### src/rtl/rast_params.sv
`default_nettype none
// rast_params: shared rasterizer constants and triangle/colour storage types.
package rast_params;

  localparam int SIGFIG     = 24;
  localparam int RADIX      = 10;
  localparam int VERTS      = 3;
  localparam int AXIS       = 3;
  localparam int COLORS     = 3;
  localparam int FIFO_DEPTH = 4;

  typedef logic signed [SIGFIG-1:0] coord_t;
  typedef coord_t [AXIS-1:0]         vertex_t;
  typedef vertex_t [VERTS-1:0]       tri_t;
  typedef logic [COLORS-1:0][SIGFIG-1:0] color_t;

  localparam int TRI_BITS   = $bits(tri_t);
  localparam int COLOR_BITS = $bits(color_t);

endpackage
`default_nettype wire

### src/rtl/rast_sync_fifo.sv
`default_nettype none
// rast_sync_fifo: generic circular queue; occupancy counter decides full/empty.
module rast_sync_fifo
  import rast_params::*;
#(
  parameter int WIDTH = 8,
  parameter int DEPTH = FIFO_DEPTH
) (
  input  logic                       clk,
  input  logic                       rst,
  input  logic                       push,
  input  logic [WIDTH-1:0]           push_data,
  input  logic                       pop,
  output logic [WIDTH-1:0]           head_data,
  output logic                       valid,
  output logic                       full,
  output logic [$clog2(DEPTH+1)-1:0] count
);

  localparam int AW = $clog2(DEPTH);
  localparam int CW = $clog2(DEPTH + 1);

  logic [WIDTH-1:0] mem [DEPTH];
  logic [AW-1:0]    wr_ptr;
  logic [AW-1:0]    rd_ptr;
  logic             push_ok;
  logic             pop_ok;

  assign full    = (count == CW'(DEPTH));
  assign valid   = (count != '0);
  assign push_ok = push && !full;
  assign pop_ok  = pop && valid;

  // Output forced to zero while empty so nothing stale is ever presented.
  assign head_data = valid ? mem[rd_ptr] : '0;

  always_ff @(posedge clk or posedge rst) begin
    if (rst) begin
      wr_ptr <= '0;
      rd_ptr <= '0;
      count  <= '0;
    end else begin
      if (push_ok) wr_ptr <= wr_ptr + 1'b1;
      if (pop_ok)  rd_ptr <= rd_ptr + 1'b1;
      case ({push_ok, pop_ok})
        2'b10:   count <= count + 1'b1;
        2'b01:   count <= count - 1'b1;
        default: count <= count;
      endcase
    end
  end

  always_ff @(posedge clk) begin
    if (push_ok) mem[wr_ptr] <= push_data;
  end

endmodule
`default_nettype wire

### src/rtl/tri_fifo.sv
`default_nettype none
// tri_fifo: triangle input buffer ahead of bbox, with backpressure both ways.
// Optional back-face culling at push time: TRI_FIFO_BACKFACE_CULL_EN.
module tri_fifo
  import rast_params::*;
#(
  parameter int DEPTH  = rast_params::FIFO_DEPTH,
  parameter int SIGFIG = rast_params::SIGFIG,
  parameter int VERTS  = rast_params::VERTS,
  parameter int AXIS   = rast_params::AXIS,
  parameter int COLORS = rast_params::COLORS
) (
  input  logic                            clk,
  input  logic                            rst,
  input  logic [VERTS*AXIS*SIGFIG-1:0]    tri_in,
  input  logic [COLORS*SIGFIG-1:0]        color_in,
  input  logic                            valid_in,
  output logic                            halt_out_L,
  output logic [VERTS*AXIS*SIGFIG-1:0]    tri_out,
  output logic [COLORS*SIGFIG-1:0]        color_out,
  output logic                            valid_out,
  input  logic                            halt_in_L,
  output logic [$clog2(DEPTH+1)-1:0]      count_out
`ifdef TRI_FIFO_BACKFACE_CULL_EN
  ,
  output logic [15:0]                     cull_cnt_out
`endif
);

  localparam int TW = VERTS * AXIS * SIGFIG;
  localparam int CW = COLORS * SIGFIG;

  tri_t   tri_s;
  color_t color_s;
  logic   full;
  logic   accept;
  logic   write_en;
  logic   culled;
  logic [TW+CW-1:0] head;

  assign tri_s   = tri_t'(tri_in);
  assign color_s = color_t'(color_in);

  // halt_out_L depends only on registered occupancy, never on halt_in_L.
  assign halt_out_L = !full;
  assign accept     = valid_in && halt_out_L;
  assign write_en   = accept && !culled;

`ifdef TRI_FIFO_BACKFACE_CULL_EN
  localparam int PW = 2 * SIGFIG + 3;

  logic signed [SIGFIG:0] dx1, dy1, dx2, dy2;
  logic signed [PW-1:0]   p1, p2, area;

  always_comb begin
    dx1  = {tri_s[1][0][SIGFIG-1], tri_s[1][0]} - {tri_s[0][0][SIGFIG-1], tri_s[0][0]};
    dy1  = {tri_s[1][1][SIGFIG-1], tri_s[1][1]} - {tri_s[0][1][SIGFIG-1], tri_s[0][1]};
    dx2  = {tri_s[2][0][SIGFIG-1], tri_s[2][0]} - {tri_s[0][0][SIGFIG-1], tri_s[0][0]};
    dy2  = {tri_s[2][1][SIGFIG-1], tri_s[2][1]} - {tri_s[0][1][SIGFIG-1], tri_s[0][1]};
    p1   = PW'(dx1) * PW'(dy2);
    p2   = PW'(dx2) * PW'(dy1);
    area = p1 - p2;
    // Clockwise or degenerate triangles cover no pixels downstream.
    culled = area[PW-1] || (area == '0);
  end

  always_ff @(posedge clk or posedge rst) begin
    if (rst) begin
      cull_cnt_out <= '0;
    end else if (accept && culled && (cull_cnt_out != 16'hFFFF)) begin
      cull_cnt_out <= cull_cnt_out + 16'd1;
    end
  end
`else
  assign culled = 1'b0;
`endif

  rast_sync_fifo #(
    .WIDTH (TW + CW),
    .DEPTH (DEPTH)
  ) u_fifo (
    .clk       (clk),
    .rst       (rst),
    .push      (write_en),
    .push_data ({tri_s, color_s}),
    .pop       (halt_in_L),
    .head_data (head),
    .valid     (valid_out),
    .full      (full),
    .count     (count_out)
  );

  assign tri_out   = head[TW+CW-1:CW];
  assign color_out = head[CW-1:0];

endmodule
`default_nettype wire

### config.mk
export PLATFORM = sky130hd
export DESIGN_NAME = tri_fifo
export DESIGN_NICKNAME = d
export VERILOG_FILES = /design/src/rtl/rast_params.sv /design/src/rtl/rast_sync_fifo.sv /design/src/rtl/tri_fifo.sv
export SDC_FILE = /design/constraint.sdc
export NUM_CORES = 1
export LEC_CHECK = 0
export BUFFER_PORTS_ARGS = -buffer_cell sky130_fd_sc_hd__clkbuf_2
export CORE_ASPECT_RATIO = 1.75
export CORE_MARGIN = 1
export CORE_UTILIZATION = 35
export CTS_CLUSTER_SIZE = 8
export DETAILED_ROUTE_END_ITERATION = 12
export GPL_ROUTABILITY_DRIVEN = 0
export RECOVER_POWER = 100
export SLEW_MARGIN = 20
export SYNTH_ARGS = -nofsm -noshare
export SYNTH_HDL_FRONTEND = slang
export SYNTH_SLANG_ARGS = --single-unit
export TNS_END_PERCENT = 1
### constraint.sdc
create_clock -name clk -period 9.4 [get_ports clk]
set_input_delay 1.41 -clock clk [delete_from_list [all_inputs] [get_ports clk]]
set_output_delay 1.41 -clock clk [all_outputs]
set_load 0.03 [all_outputs]
Word level (Yosys, flattened, before mapping)
Memories as Yosys holds them, arrays and structs flattened.
Index checks and enable logic that the tools add are counted.
- flip-flop bits (word level): 7
- bits in writable memories: 1152
- input bits: 292
- output and inout port bits: 293
- memories kept: 1
- memory list (memory ; depth ; width ; read ports ; clocked after memory_dff ; write ports ; line ; RTL):
    u_fifo.mem ; 4 ; 288 ; 1 ; 0 ; 1 ; rast_sync_fifo.sv:23 ; logic [WIDTH-1:0] mem [DEPTH];
- add/sub/neg operators: 4
- eq/ne operators: 3
- muxes and demuxes: 4
- reductions and logical operators: 6
- operators by type and width (cell ; number):
    $mux 288 ; 1
    $pmux 3 s2 ; 1
    $add 2x1->2 const B ; 2
    $add 3x1->3 const B ; 1
    $eq 3x3->1 const B ; 1
    $logic_and 1x1->1 ; 3
    $reduce_bool 3->1 ; 1
    $sub 3x1->3 const B ; 1
    $eq 2x1->1 const B ; 1
    $eq 2x2->1 const B ; 1
    $mux 1 ; 2
    $reduce_bool 2->1 ; 1
    $logic_not 1->1 ; 1

Longest topological paths before layout
- depth after elaboration: 6
- depth in mapped cells: 9
- gate-level depth less buffers: 9

Cells and area by module
From an unflattened synthesis, not the netlist that was laid out.
- cell total of the unflattened synthesis: 1864
- area, all modules: 43812.0 um^2
- modules (own cells, without submodules) (module ; times used ; cells each ; area an instance (um^2) ; sequential area each (um^2)):
    rast_sync_fifo ; 1 ; 1862 ; 43802.0 ; 34768.3
    tri_fifo ; 1 ; 2 ; 10.0 ; 0.0

Worst setup path before layout
OpenSTA, ideal clock, no wires.
- kind: input-to-reg
- from: in valid_in
- to: mem u_fifo.mem[0][0] (netlist name), enable pin
- arrival: 7983 ps
- required time: 8711 ps
- path slack: 728 ps
- stages on the path: 1
- path buffers: 0
- cell sequence: and3_1
- cells in the longest elaborated chain, start to end: 4
- RTL lines (item ; line ; RTL):
    from (decl) ; tri_fifo.sv:17 ; input logic valid_in,
    $logic_and 1x1->1 ; tri_fifo.sv:46 ; assign accept = valid_in && halt_out_L;
    $logic_and 1x1->1 ; rast_sync_fifo.sv:31 ; assign push_ok = push && !full;
    $mux 1 ; rast_sync_fifo.sv:54 ; if (push_ok) mem[wr_ptr] <= push_data;
    $mux 1 (not written as such) ; rast_sync_fifo.sv:54 ;
    to (decl) ; rast_sync_fifo.sv:23 ;
No other way between the ends.

Worst setup path in the final report
- from: reg u_fifo.count[2]
- to: mem u_fifo.mem[3][182] (netlist name), enable pin
- cells in the longest elaborated chain, start to end: 6
- RTL lines (item ; line ; RTL):
    from (decl) ; rast_sync_fifo.sv:17 ; output logic [$clog2(DEPTH+1)-1:0] count
    from (signal assigned) ; rast_sync_fifo.sv:46 ; 2'b10: count <= count + 1'b1;
    from (signal assigned) ; rast_sync_fifo.sv:47 ; 2'b01: count <= count - 1'b1;
    from (signal assigned) ; rast_sync_fifo.sv:48 ; default: count <= count;
    $eq 3x3->1 (*) ; rast_sync_fifo.sv:29 ; assign full = (count == CW'(DEPTH));
    $logic_not 1->1 (*) ; rast_sync_fifo.sv:31, tri_fifo.sv:45 ;
    $logic_and 1x1->1 ; tri_fifo.sv:46 ;
    $logic_and 1x1->1 (*) ; rast_sync_fifo.sv:31 ;
    $mux 1 (*) ; rast_sync_fifo.sv:54 ;
    $mux 1 (not written as such) (*) ; rast_sync_fifo.sv:54 ;
Every way passes the cells marked *; elsewhere a longest branch is shown, timed or not.

==> results.yml <==
routing:
  viasPerCell: 4.97
  routed_wirelength_um: 98600
  ant_nets: 0
  drt_iter0_drc: 1326
  first_pass_iters: 5
  wire_per_inst_um: 23.4
  drc: 0
  vias: 20960
worst_setup_path:
  worstSetupEndpointType: "flip-flop"
  slowest_stage: "clkbuf_1"
  worstPathCellList: "or3b_1, and3_1, clkbuf_1, buf_4"
  max_stage_delay_ns: 2.99
  path_class: "flip-flop to flip-flop"
  reg2reg_depth: 4
  worstPathRequired_ns: 9.78
  cp-start-kind: "flip-flop"
  crit_fanout: 61
  worstReg2RegEnd: "u_fifo.mem[3][182]"
  setup.worst_path.start: "u_fifo.count[2]"
  r2r_start: "u_fifo.count[2]"
  crit_arrival_ns: 7.25
  r2r_setup_slack_ns: 2.53
cts:
  cts_sinks: 1159
  clk_pin_slew_ns: 0.05
  tritoncts: "yes"
  cts.htree.levels: 4
  holdBufCountCts: 0
  root_buffer: "clkbuf_16"
  cts_buffers: 164
  post_cts_buffers: 0
  clockBufferDepth: 3
  cts-resized-gates: 0
  insertion_delay_ns: 0.77
yosys:
  synth_nets: 2160
  synth_area_per_cell_um2: 23.5
  syn_area_mm2: 0.0438
  synth_cells: 1862
  synthTopCellsByArea: "edfxtp_1 79%, mux4_2 15%, and2_1 4.1%, buf_2 0.48%, dfrtp_1 0.40%"
  synth_seq_area_share_pct: 79.4
  ys_seq_elements: 1159
  synth_top_area_share_pct: 79.0
  yosys_warnings: 0
  synthDistinctLibCells: 20
  yosysTopAreaCell: "edfxtp_1"
power_and_ir_drop:
  p_leak_nw: 16.3
  ir_drop_mv: 0.242
  powerDensity_mw_per_mm2: 371
place:
  placement.io_buffers: 584
  hpwl_um: 58900
final_layout:
  nets: 2836
  drive_above_1_share_pct: 19.3
  area_delta_synth_final_pct: 19.3
die:
  start_util_pct: 35.3
  die_area_mm2: 0.127
  coreArea_mm2: 0.124
  die_w_um: 269
  rows: 171
  die_h_um: 470
  io_pins: 585
run_status:
  status: "finished with violations"
  violations: "capacitance limit, slew limit"
job:
  cap_violations: 16
global_route:
  grt_pass1_wl_um: 148000
  antenna_found_initial: 31
  grt_use_total_pct: 15.5
  overflow: 0
  grt_max_degree: 136
  grt_pass1_vias: 23370
timing:
  holdWs_ns: 0.522
  rsz0062_at_grt: "false"
  setup_tns_ns: 0
  slew-limit-headroom_pct: -180
  fmax_mhz: 146
  post-route-min-period_ns: 6.87
  fin_skew_ns: 0.0338
  finalHoldViolCount: 0
  slew_viol_final: 1150
  timing.final.crit_share_pct: 73.1
  worstMarginPinSlew_ns: 4.19
  setup_viol: 0
min_path:
  min_from: "u_fifo.count[2]"
  hold_end: "u_fifo.count[2]"
  min_delay_path_depth: 1
  hp-class: "flip-flop to flip-flop"
-- Yosys cell counts (all sizes together) --
master     n
nand3      1
mux2i      1
dfrtp      7
and2     290
inv        7
ha         5
edfxtp  1152
or3b       1
mux4     288
mux2       1
clkbuf    41
xor2       3
and3       4
or3        1
buf       55
nor2       1
fa         1
xnor2      3
-- sequential cells by signal (all words and copies together) (netlist names) --
name / flops
u_fifo.count: 3
u_fifo.rd_ptr: 2
u_fifo.wr_ptr: 2
u_fifo.mem: 1152
-- power breakdown --
part	total, mW	switching [mW]	leakage [nW]	internal [mW]
clock network	5.22	2.05	2.19	3.17
logic	6.90	4.65	3.48	2.25
registers	7.25	0.283	10.6	6.97
total	19.4	6.99	16.3	12.4
-- metrics by stage --
stage / setup slack (ns) / power (mW) / cell area, um2 / util, % / std cells
after floorplan: 0.728 / 12.6 / 43800 / - / 1862
after global placement: 4.95 / 14.5 / 48600 / 39.1 / 4015
after detailed placement: 4.92 / 14.6 / 48600 / 39.1 / 4015
after CTS: 4.07 / 19.9 / 53100 / 42.8 / 4210
after global routing: 1.98 / 20.2 / 52200 / 42.1 / 4216
final: 2.53 / 19.4 / 52200 / 42.1 / 4219
-- cell type report --
class,instances,area [um2]
inverter,7,26.3
clock buffer,179,4220
multi-input combinational,600,8510
antenna,9,22.5
tap,1643,2060
sequential,1159,34800
timing repair buffer,606,2370
clock inverter,16,260
fill,11049,71900
-- cell usage in the layout, fill, tap and decap left out --
cell,netlist,routed
clkinv_8,0,3
inv_6,0,3
edfxtp_1,1152,1152
or3b_1,1,1
dfrtp_4,0,1
dfrtp_1,7,6
clkbuf_1,41,596
clkbuf_16,0,167
diode_2,0,9
buf_4,2,7
bufinv_16,0,1
mux2i_1,1,1
clkbuf_2,0,11
mux2_2,1,1
fa_1,1,1
and2_1,290,289
nor2_1,1,1
clkinv_16,0,2
xnor2_1,3,3
mux4_2,288,288
inv_16,0,4
ha_1,5,5
and3_1,4,4
buf_12,0,3
nand3_1,1,1
xor2_1,3,3
clkinv_2,0,3
inv_1,7,7
or3_1,1,1
and2_0,0,1
buf_6,11,1
-- how the worst max path moves through the flow --
stage                                    end  depth (start not counted)
after floorplan             u_fifo.mem[0][0]                          1
after global placement            tri_out[4]                          4
after detailed placement        tri_out[123]                          4
after CTS                       tri_out[182]                          4
after global routing      u_fifo.mem[3][191]                          4
final                     u_fifo.mem[3][182]                          4
-- critical path: cells and delay by family (launching register included) --
kind / cells / cell delay, ns
buf+inv: 2 / 3.84
simple gates: 2 / 2.14
flops: 1 / 0.41
-- routing by layer --
layer | routed length [um] | global-route usage [%]
met1 | 38700 | 19.0
met2 | 48400 | 24.9
met3 | 8480 | 5.55
met4 | 2890 | 6.61
met5 | 240 | 0
-- logic make-up after synthesis --
kind of cell,synth area share (%)
XOR/XNOR,0.120
adder cells (fa/ha/maj),0.189
buffers and inverters,1.21
flip-flops,79.4
multiplexers,14.9
AND/OR/NAND/NOR,4.25
Power figures use the tool's default switching activity.
